File: src/rtl/instruction_decode_stage_pkg.sv
// Shared types for the decode stage: ALU operation codes, the control bundle
// handed to execute, RV32I major opcodes and the funct3-to-ALU mapping.
package instruction_decode_stage_pkg;

  localparam int XLEN = 32;

  typedef logic [XLEN-1:0] instruction_t;

  typedef enum logic [3:0] {
    ALU_ADD,
    ALU_SUB,
    ALU_SLL,
    ALU_SLT,
    ALU_SLTU,
    ALU_XOR,
    ALU_SRL,
    ALU_SRA,
    ALU_OR,
    ALU_AND,
    ALU_PASS_B
  } alu_op_t;

  typedef struct packed {
    alu_op_t    alu_op;
    logic       alu_src_imm;
    logic       alu_src_pc;
    logic       mem_read;
    logic       mem_write;
    logic       reg_write;
    logic       mem_to_reg;
    logic       is_branch;
    logic       is_jump;
    logic [2:0] funct3;
  } control_t;

  localparam logic [6:0] OP_LUI    = 7'b0110111;
  localparam logic [6:0] OP_AUIPC  = 7'b0010111;
  localparam logic [6:0] OP_JAL    = 7'b1101111;
  localparam logic [6:0] OP_JALR   = 7'b1100111;
  localparam logic [6:0] OP_BRANCH = 7'b1100011;
  localparam logic [6:0] OP_LOAD   = 7'b0000011;
  localparam logic [6:0] OP_STORE  = 7'b0100011;
  localparam logic [6:0] OP_IMM    = 7'b0010011;
  localparam logic [6:0] OP_OP     = 7'b0110011;

  // Base ALU op for a funct3 value; SUB/SRA selection is layered on by the caller.
  function automatic alu_op_t funct3_alu(input logic [2:0] funct3);
    case (funct3)
      3'b000:  return ALU_ADD;
      3'b001:  return ALU_SLL;
      3'b010:  return ALU_SLT;
      3'b011:  return ALU_SLTU;
      3'b100:  return ALU_XOR;
      3'b101:  return ALU_SRL;
      3'b110:  return ALU_OR;
      default: return ALU_AND;
    endcase
  endfunction

endpackage

File: src/rtl/instruction_decode_stage_register_file.sv
// 32x32 architectural register file: two combinational read ports with
// write-through bypass, one synchronous write port, x0 hardwired to zero.
module register_file (
  input  logic        clk,
  input  logic        rst,
  input  logic [4:0]  rs1_addr,
  input  logic [4:0]  rs2_addr,
  output logic [31:0] rs1_data,
  output logic [31:0] rs2_data,
  input  logic        write_enable,
  input  logic [4:0]  write_addr,
  input  logic [31:0] write_data
);

  logic [31:0] regs [32];

  // Synchronous clear on reset, otherwise commit write-back (never to x0).
  // NOTE: this array is reset explicitly because software may read any register
  // before writing it; the loop is why it maps to flops, not an SRAM macro.
  always_ff @(posedge clk) begin
    if (rst) begin
      for (int i = 0; i < 32; i++) regs[i] <= '0;
    end else if (write_enable && write_addr != 5'd0) begin
      regs[write_addr] <= write_data;
    end
  end

  // Read port 1: x0 is zero, a same-cycle write to the register wins.
  always_comb begin
    if (rs1_addr == 5'd0)                             rs1_data = '0;
    else if (write_enable && write_addr == rs1_addr)  rs1_data = write_data;
    else                                              rs1_data = regs[rs1_addr];
  end

  // Read port 2: same bypass rule as port 1.
  always_comb begin
    if (rs2_addr == 5'd0)                             rs2_data = '0;
    else if (write_enable && write_addr == rs2_addr)  rs2_data = write_data;
    else                                              rs2_data = regs[rs2_addr];
  end

endmodule

File: src/rtl/instruction_decode_stage.sv
// RV32I decode stage: field extraction, immediate generation, control decode
// and register read, all registered into the ID/EX boundary.
module instruction_decode_stage
  import instruction_decode_stage_pkg::*;
(
  input  logic         clk,
  input  logic         rst,
  input  logic [31:0]  pc_in,
  input  instruction_t instruction,
  input  logic         flush,
  input  logic         wb_write_enable,
  input  logic [4:0]   wb_rd,
  input  logic [31:0]  wb_data,
  output logic [31:0]  pc_out,
  output logic [31:0]  rs1_data,
  output logic [31:0]  rs2_data,
  output logic [4:0]   rs1,
  output logic [4:0]   rs2,
  output logic [4:0]   rd,
  output logic [31:0]  imm,
  output control_t     control,
  output logic         valid,
  output logic         illegal
);

  logic [6:0]  opcode;
  logic [2:0]  funct3;
  logic [4:0]  rs1_d, rs2_d, rd_d;
  logic        alt;
  logic [31:0] rs1_data_d, rs2_data_d, imm_d;
  control_t    ctrl_d;
  logic        illegal_d;

  assign opcode = instruction[6:0];
  assign rd_d   = instruction[11:7];
  assign funct3 = instruction[14:12];
  assign rs1_d  = instruction[19:15];
  assign rs2_d  = instruction[24:20];
  assign alt    = instruction[30];   // funct7[5]: SUB / SRA selector

  register_file u_register_file (
    .clk          (clk),
    .rst          (rst),
    .rs1_addr     (rs1_d),
    .rs2_addr     (rs2_d),
    .rs1_data     (rs1_data_d),
    .rs2_data     (rs2_data_d),
    .write_enable (wb_write_enable),
    .write_addr   (wb_rd),
    .write_data   (wb_data)
  );

  // Immediate generation by instruction format; R-type and unknown give zero.
  // NOTE: every combinational output gets a default before the case so no
  // path leaves it unassigned, which would otherwise infer a latch.
  always_comb begin
    imm_d = '0;
    case (opcode)
      OP_JALR, OP_LOAD, OP_IMM:
        imm_d = {{20{instruction[31]}}, instruction[31:20]};
      OP_STORE:
        imm_d = {{20{instruction[31]}}, instruction[31:25], instruction[11:7]};
      OP_BRANCH:
        imm_d = {{19{instruction[31]}}, instruction[31], instruction[7],
                 instruction[30:25], instruction[11:8], 1'b0};
      OP_LUI, OP_AUIPC:
        imm_d = {instruction[31:12], 12'b0};
      OP_JAL:
        imm_d = {{11{instruction[31]}}, instruction[31], instruction[19:12],
                 instruction[20], instruction[30:21], 1'b0};
      default: ;
    endcase
  end

  // Control decode; unknown opcodes flag illegal and carry no control bits.
  always_comb begin
    ctrl_d        = '0;
    ctrl_d.funct3 = funct3;
    illegal_d     = 1'b0;
    case (opcode)
      OP_LUI: begin
        ctrl_d.alu_op      = ALU_PASS_B;
        ctrl_d.alu_src_imm = 1'b1;
        ctrl_d.reg_write   = 1'b1;
      end
      OP_AUIPC: begin
        ctrl_d.alu_src_pc  = 1'b1;
        ctrl_d.alu_src_imm = 1'b1;
        ctrl_d.reg_write   = 1'b1;
      end
      OP_JAL: begin
        ctrl_d.is_jump     = 1'b1;
        ctrl_d.alu_src_pc  = 1'b1;
        ctrl_d.reg_write   = 1'b1;
      end
      OP_JALR: begin
        ctrl_d.is_jump     = 1'b1;
        ctrl_d.alu_src_imm = 1'b1;
        ctrl_d.reg_write   = 1'b1;
      end
      OP_BRANCH: begin
        ctrl_d.is_branch   = 1'b1;
        ctrl_d.alu_op      = ALU_SUB;
      end
      OP_LOAD: begin
        ctrl_d.alu_src_imm = 1'b1;
        ctrl_d.mem_read    = 1'b1;
        ctrl_d.mem_to_reg  = 1'b1;
        ctrl_d.reg_write   = 1'b1;
      end
      OP_STORE: begin
        ctrl_d.alu_src_imm = 1'b1;
        ctrl_d.mem_write   = 1'b1;
      end
      OP_IMM: begin
        ctrl_d.alu_op      = (funct3 == 3'b101 && alt) ? ALU_SRA : funct3_alu(funct3);
        ctrl_d.alu_src_imm = 1'b1;
        ctrl_d.reg_write   = 1'b1;
      end
      OP_OP: begin
        ctrl_d.alu_op = funct3_alu(funct3);
        if (alt && funct3 == 3'b000) ctrl_d.alu_op = ALU_SUB;
        if (alt && funct3 == 3'b101) ctrl_d.alu_op = ALU_SRA;
        ctrl_d.reg_write = 1'b1;
      end
      default: begin
        ctrl_d    = '0;
        illegal_d = 1'b1;
      end
    endcase
    // Writes to x0 are architecturally dropped; don't advertise them downstream.
    if (rd_d == 5'd0) ctrl_d.reg_write = 1'b0;
  end

  // ID/EX boundary: reset and flush both load an all-zero bubble, reset first.
  // NOTE: non-blocking assignments here so every flop samples the pre-edge
  // values regardless of statement order.
  always_ff @(posedge clk) begin
    if (rst || flush) begin
      pc_out   <= '0;
      rs1_data <= '0;
      rs2_data <= '0;
      rs1      <= '0;
      rs2      <= '0;
      rd       <= '0;
      imm      <= '0;
      control  <= '0;
      valid    <= 1'b0;
      illegal  <= 1'b0;
    end else begin
      pc_out   <= pc_in;
      rs1_data <= rs1_data_d;
      rs2_data <= rs2_data_d;
      rs1      <= rs1_d;
      rs2      <= rs2_d;
      rd       <= rd_d;
      imm      <= imm_d;
      control  <= ctrl_d;
      valid    <= !illegal_d;
      illegal  <= illegal_d;
    end
  end

endmodule

File: config.mk
export PLATFORM = sky130hd
export DESIGN_NAME = instruction_decode_stage
export DESIGN_NICKNAME = d
export VERILOG_FILES = /design/src/rtl/instruction_decode_stage_pkg.sv /design/src/rtl/instruction_decode_stage_register_file.sv /design/src/rtl/instruction_decode_stage.sv
export SDC_FILE = /design/constraint.sdc
export NUM_CORES = 2
export LEC_CHECK = 0
export ABC_AREA = 1
export ABC_CLOCK_PERIOD_IN_PS = 7200
export BUFFER_PORTS_ARGS = -buffer_cell sky130_fd_sc_hd__buf_2
export CORE_ASPECT_RATIO = 1.1
export CORE_UTILIZATION = 45
export DETAILED_ROUTE_END_ITERATION = 7
export HOLD_SLACK_MARGIN = 0.06
export PLACE_DENSITY = 0.64
export SETUP_SLACK_MARGIN = 0.1
export SYNTH_ARGS = -nofsm -noshare
export SYNTH_HDL_FRONTEND = slang
export SYNTH_SLANG_ARGS = --single-unit
export TNS_END_PERCENT = 30
File: constraint.sdc
create_clock -name clk -period 7.2 [get_ports clk]
set_clock_uncertainty 0.2 [all_clocks]
set_input_delay 0.72 -clock clk [delete_from_list [all_inputs] [get_ports clk]]
set_output_delay 0.72 -clock clk [all_outputs]
set_load 0.02 [all_outputs]
Word level (Yosys, flattened, before mapping)
Memory sizes are Yosys's and may differ from the RTL's. A register that Yosys moved wholly into a read port is not among the register bits.
Cells that the tools add are included.

operators by class
  reductions and logical operators = 21
  muxes and demuxes = 22
  equality and inequality tests = 15
  bitwise operators = 1

operator list
  kind                                                              number
  32-bit one-hot mux with 5 select lines                            1
  32-bit 2-to-1 mux                                                 1
  32-bit OR reduction                                               1
  4-bit one-hot mux with 7 select lines                             1
  7-bit by 6-bit == test with 1-bit output (second input constant)  3
  7-bit == test (second input constant)                             3
  4-bit one-hot mux with 4 select lines                             1
  5-bit zero test                                                   3
  7-bit by 5-bit == test with 1-bit output (second input constant)  2
  1-bit 2-to-1 mux                                                  14
  2-bit OR reduction                                                7
  4-bit 2-to-1 mux                                                  3
  3-bit == test (second input constant)                             3
  9-bit OR reduction                                                1
  7-bit by 2-bit == test with 1-bit output (second input constant)  1
  7-bit OR reduction                                                1
  3-bit by 2-bit == test with 1-bit output (second input constant)  2
  6-bit OR reduction                                                1
  5-bit 2-to-1 mux                                                  1
  5-bit nonzero test                                                1
  3-bit by 1-bit == test with 1-bit output (second input constant)  1
  1-bit logical AND                                                 3
  3-bit zero test                                                   1
  3-bit OR reduction                                                1
  2 further kinds                                                   2

storage, ports and cells
  RAM bits = 1024
  flip-flop bits (word level) = 95
  memories kept = 1

memories
  name                  depth  bits a word  rd ports  clocked after Yosys merged registers in  wr ports  RTL line                                      RTL
  u_register_file.regs  32     32           2         2                                        32        instruction_decode_stage_register_file.sv:15  logic [31:0] regs [32];

Logic depth before layout (Yosys ltp)
  depth after elaboration = 7
  mapped depth = 14
  mapped depth without buffers = 11

Hierarchy
From an unflattened synthesis, not the netlist that was laid out.

unflattened totals
  cell total of the unflattened synthesis = 8018
  area total of the unflattened synthesis = 63091.8 sq um

by module, submodules not included
  module                    area an instance (sq um)  cells an instance  times used
  register_file             58130.8                   7428               1
  instruction_decode_stage  4961.0                    590                1

Least setup slack after synthesis
No wires, ideal clock.

  kind = input to register
  from = input port wb_rd[3]
  to = memory u_register_file.regs[17][0] (enable)
  data arrival time = 2.345 ns
  path slack = 4.178 ns
  library setup time = 0.478 ns
  stages = 8
  data required time = 6.522 ns
  path through = buf_2 -> nor3_4 -> nand2_1 -> nand2_1 -> inv_2 -> nand3_1 -> clkbuf_1 -> nand2_1

RTL lines
  what             RTL line                                      RTL
  start, declared  instruction_decode_stage.sv:12                input logic [4:0] wb_rd,
  end, declared    instruction_decode_stage_register_file.sv:15

==> run metrics <==
Core Area=0.142 mm^2; FF+latch count, synth=1183; CTS root buffer=clkbuf_16; hold slack final=0.0959 ns; GRT Total Usage=34.0%; crit path kind=in -> reg; critical path capture point type=register; Power Density=239 mW/mm^2; H-tree depth=4; Final period util=52.0%; clk buf depth=3; io pins=265; post-synth top area cell=edfxtp_1; Leak=33.6 nW; post-route insts no fill=10545; Synth area leaders=edfxtp_1 48%, nand2_1 15%, nand3_1 11%; fin crit period=3.74 ns; total grt overflow=0; RSZ-0062 raised after global routing=false; fmax=267 MHz; final setup margin=3.46 ns; post-synth top area share=47.6%; Cells after Synth=8556; Top FF cell, synth=edfxtp_1; die area=0.145 mm^2; setup tns final=0 ns; drt initial violations=9655; Num CTS Buffers=134; Nets=8625; # setup viols final=0; hold crit path type=in -> reg; Max FO, Critical Path=34; Yosys cell types=33; outcome=completed; Port Buffers=264; flop-to-flop setup slack=5.00 ns; VDD IR max=0.000243 V; routed len/inst=23.9 um; share of the yosys chip area belonging to registers=52.6%; largest net degree at the start of global routing=194; Final Wtd Congestion=0.953; syn_area_per_cell=7.54 um^2; max-slew violations=0; DR vias=60929; Slew Limit Headroom=9.77%; Die Height=399 um; DR pass1 iterations=7; Placed Cells incl. Taps=10232; synthesized area=0.0645 mm^2; Post-synth EDFFs=1024; vias in the first global route=56929; post-synthesis async set-or-reset flop share=0%; max-cap viol count=0; antenna violations before repair=16; Antenna Violating Nets Remaining=0; DP HPWL=143000 um; clk slew on worst S/H paths=0.06 ns; crit path DAT=3.93 ns; num rows=145; DRC=0; Area growth syn-to-layout=11.2%; commonest cells in the netlist=2538 x nand2_1, 1399 x nand3_1, 1329 x nor2_1, 1054 x inv_1, 1024 x edfxtp_1; crit path launch type=input port; die width=363 um; # clock sinks=1183; WP data required=7.39 ns; measured slew at the worst slew-check pin=1.35 ns; mean number of vias per cell=5.78; CTS tree=built; total power=0.0172 W; share of cells above drive strength 1=7.66%; Initial Utilization=45.4%; Worst-Skew Late Latency=0.79 ns; Total Wirelength=252000 um; most common cell in the netlist=nand2_1; global-route wire length before repair=365000 um; worst slack at placement=2.86 ns; Fin. Hold Viols=0; Synth warnings=0; CTS resizes=0
==> sequential cells by signal, summed over array words and instances, names as in the netlist <==
name	flops
pc_out	32
imm	32
illegal	1
rd	5
control	14
u_register_file.regs	1024
rs1	5
rs2_data	32
rs2	5
rs1_data	32
valid	1
==> cell families (layout without fill, tap and decap cells) <==
logic type	count (synthesis)	after routing	synth area share [%]
AND/OR/NAND/NOR	5299	5299	33.7
buffers and inverters	1725	1765	10.7
flip-flops	1183	1183	52.6
AO/OA/AOI/OAI	341	341	2.91
XOR/XNOR	7	7	0.0950
other	1	39	0.00581
==> cell type report <==
class	count	area [um^2]
Antenna cell	7	17.5
Clock buffer	186	3750
Clock inverter	57	559
Fill cell	13438	70500
Inverter	1069	4050
Multi-Input combinational cell	5679	24000
Sequential cell	1183	33900
Tap cell	1911	2390
Timing Repair Buffer	453	3100
==> layout by cell type, fill, tap and decap left out, types with 63 or more instances in the layout <==
cell and count:
nand3_1 1395, dlygate4sd3_1 63, buf_4 114, nand2_1 2506, edfxtp_1 1024, o21ai_0 158, dfxtp_1 159, clkbuf_16 141
buf_2 258, a21oi_1 111, inv_1 1042, nor2_1 1325
==> report_power, final <==
| part | internal, W | switching [W] |
|---|---|---|
| combinational | 0.000575 | 0.00177 |
| sequential | 0.00780 | 0.000133 |
| clock | 0.00395 | 0.00294 |
==> final timing paths <==
| check | startpoint | endpoint | depth (start not counted) |
|---|---|---|---|
| worst max-delay path | rst | u_register_file.regs[1][9] | 7 |
| worst min-delay path | wb_data[24] | rs1_data[24] | 3 |
| worst max register to register | u_register_file.regs[5][4] | rs2_data[4] | 8 |
| worst min register to register | u_register_file.regs[6][25] | rs1_data[25] | 8 |
==> stage by stage <==
step	area (um^2)	utilization [%]
floorplan	64700	-
detailed placement	66800	47.0
finish	71800	50.5
CTS	71700	50.4
global route	71800	50.4
global placement	66800	47.0
==> routing by layer <==
layer	wire, um	GRT usage [%]	vias up
li1	-	-	26924
met1	91500	43.8	28484
met2	106000	49.8	4683
met3	40900	12.6	822
met4	13800	17.8	16
met5	102	0	-
==> timing repair <==
item,CTS,global route
setup buffers,0,0
hold buffers,63,0
endpoints found under the hold margin,71,0
==> critical path, cell delays in order <==
cell     delay [ns]
buf_2          0.10
buf_4          0.36
inv_2          0.16
nand2_1        0.18
nor3_2         0.45
nand2_2        0.78
nand2_2        1.15
No activity file was read; power rests on OpenSTA's default activity.
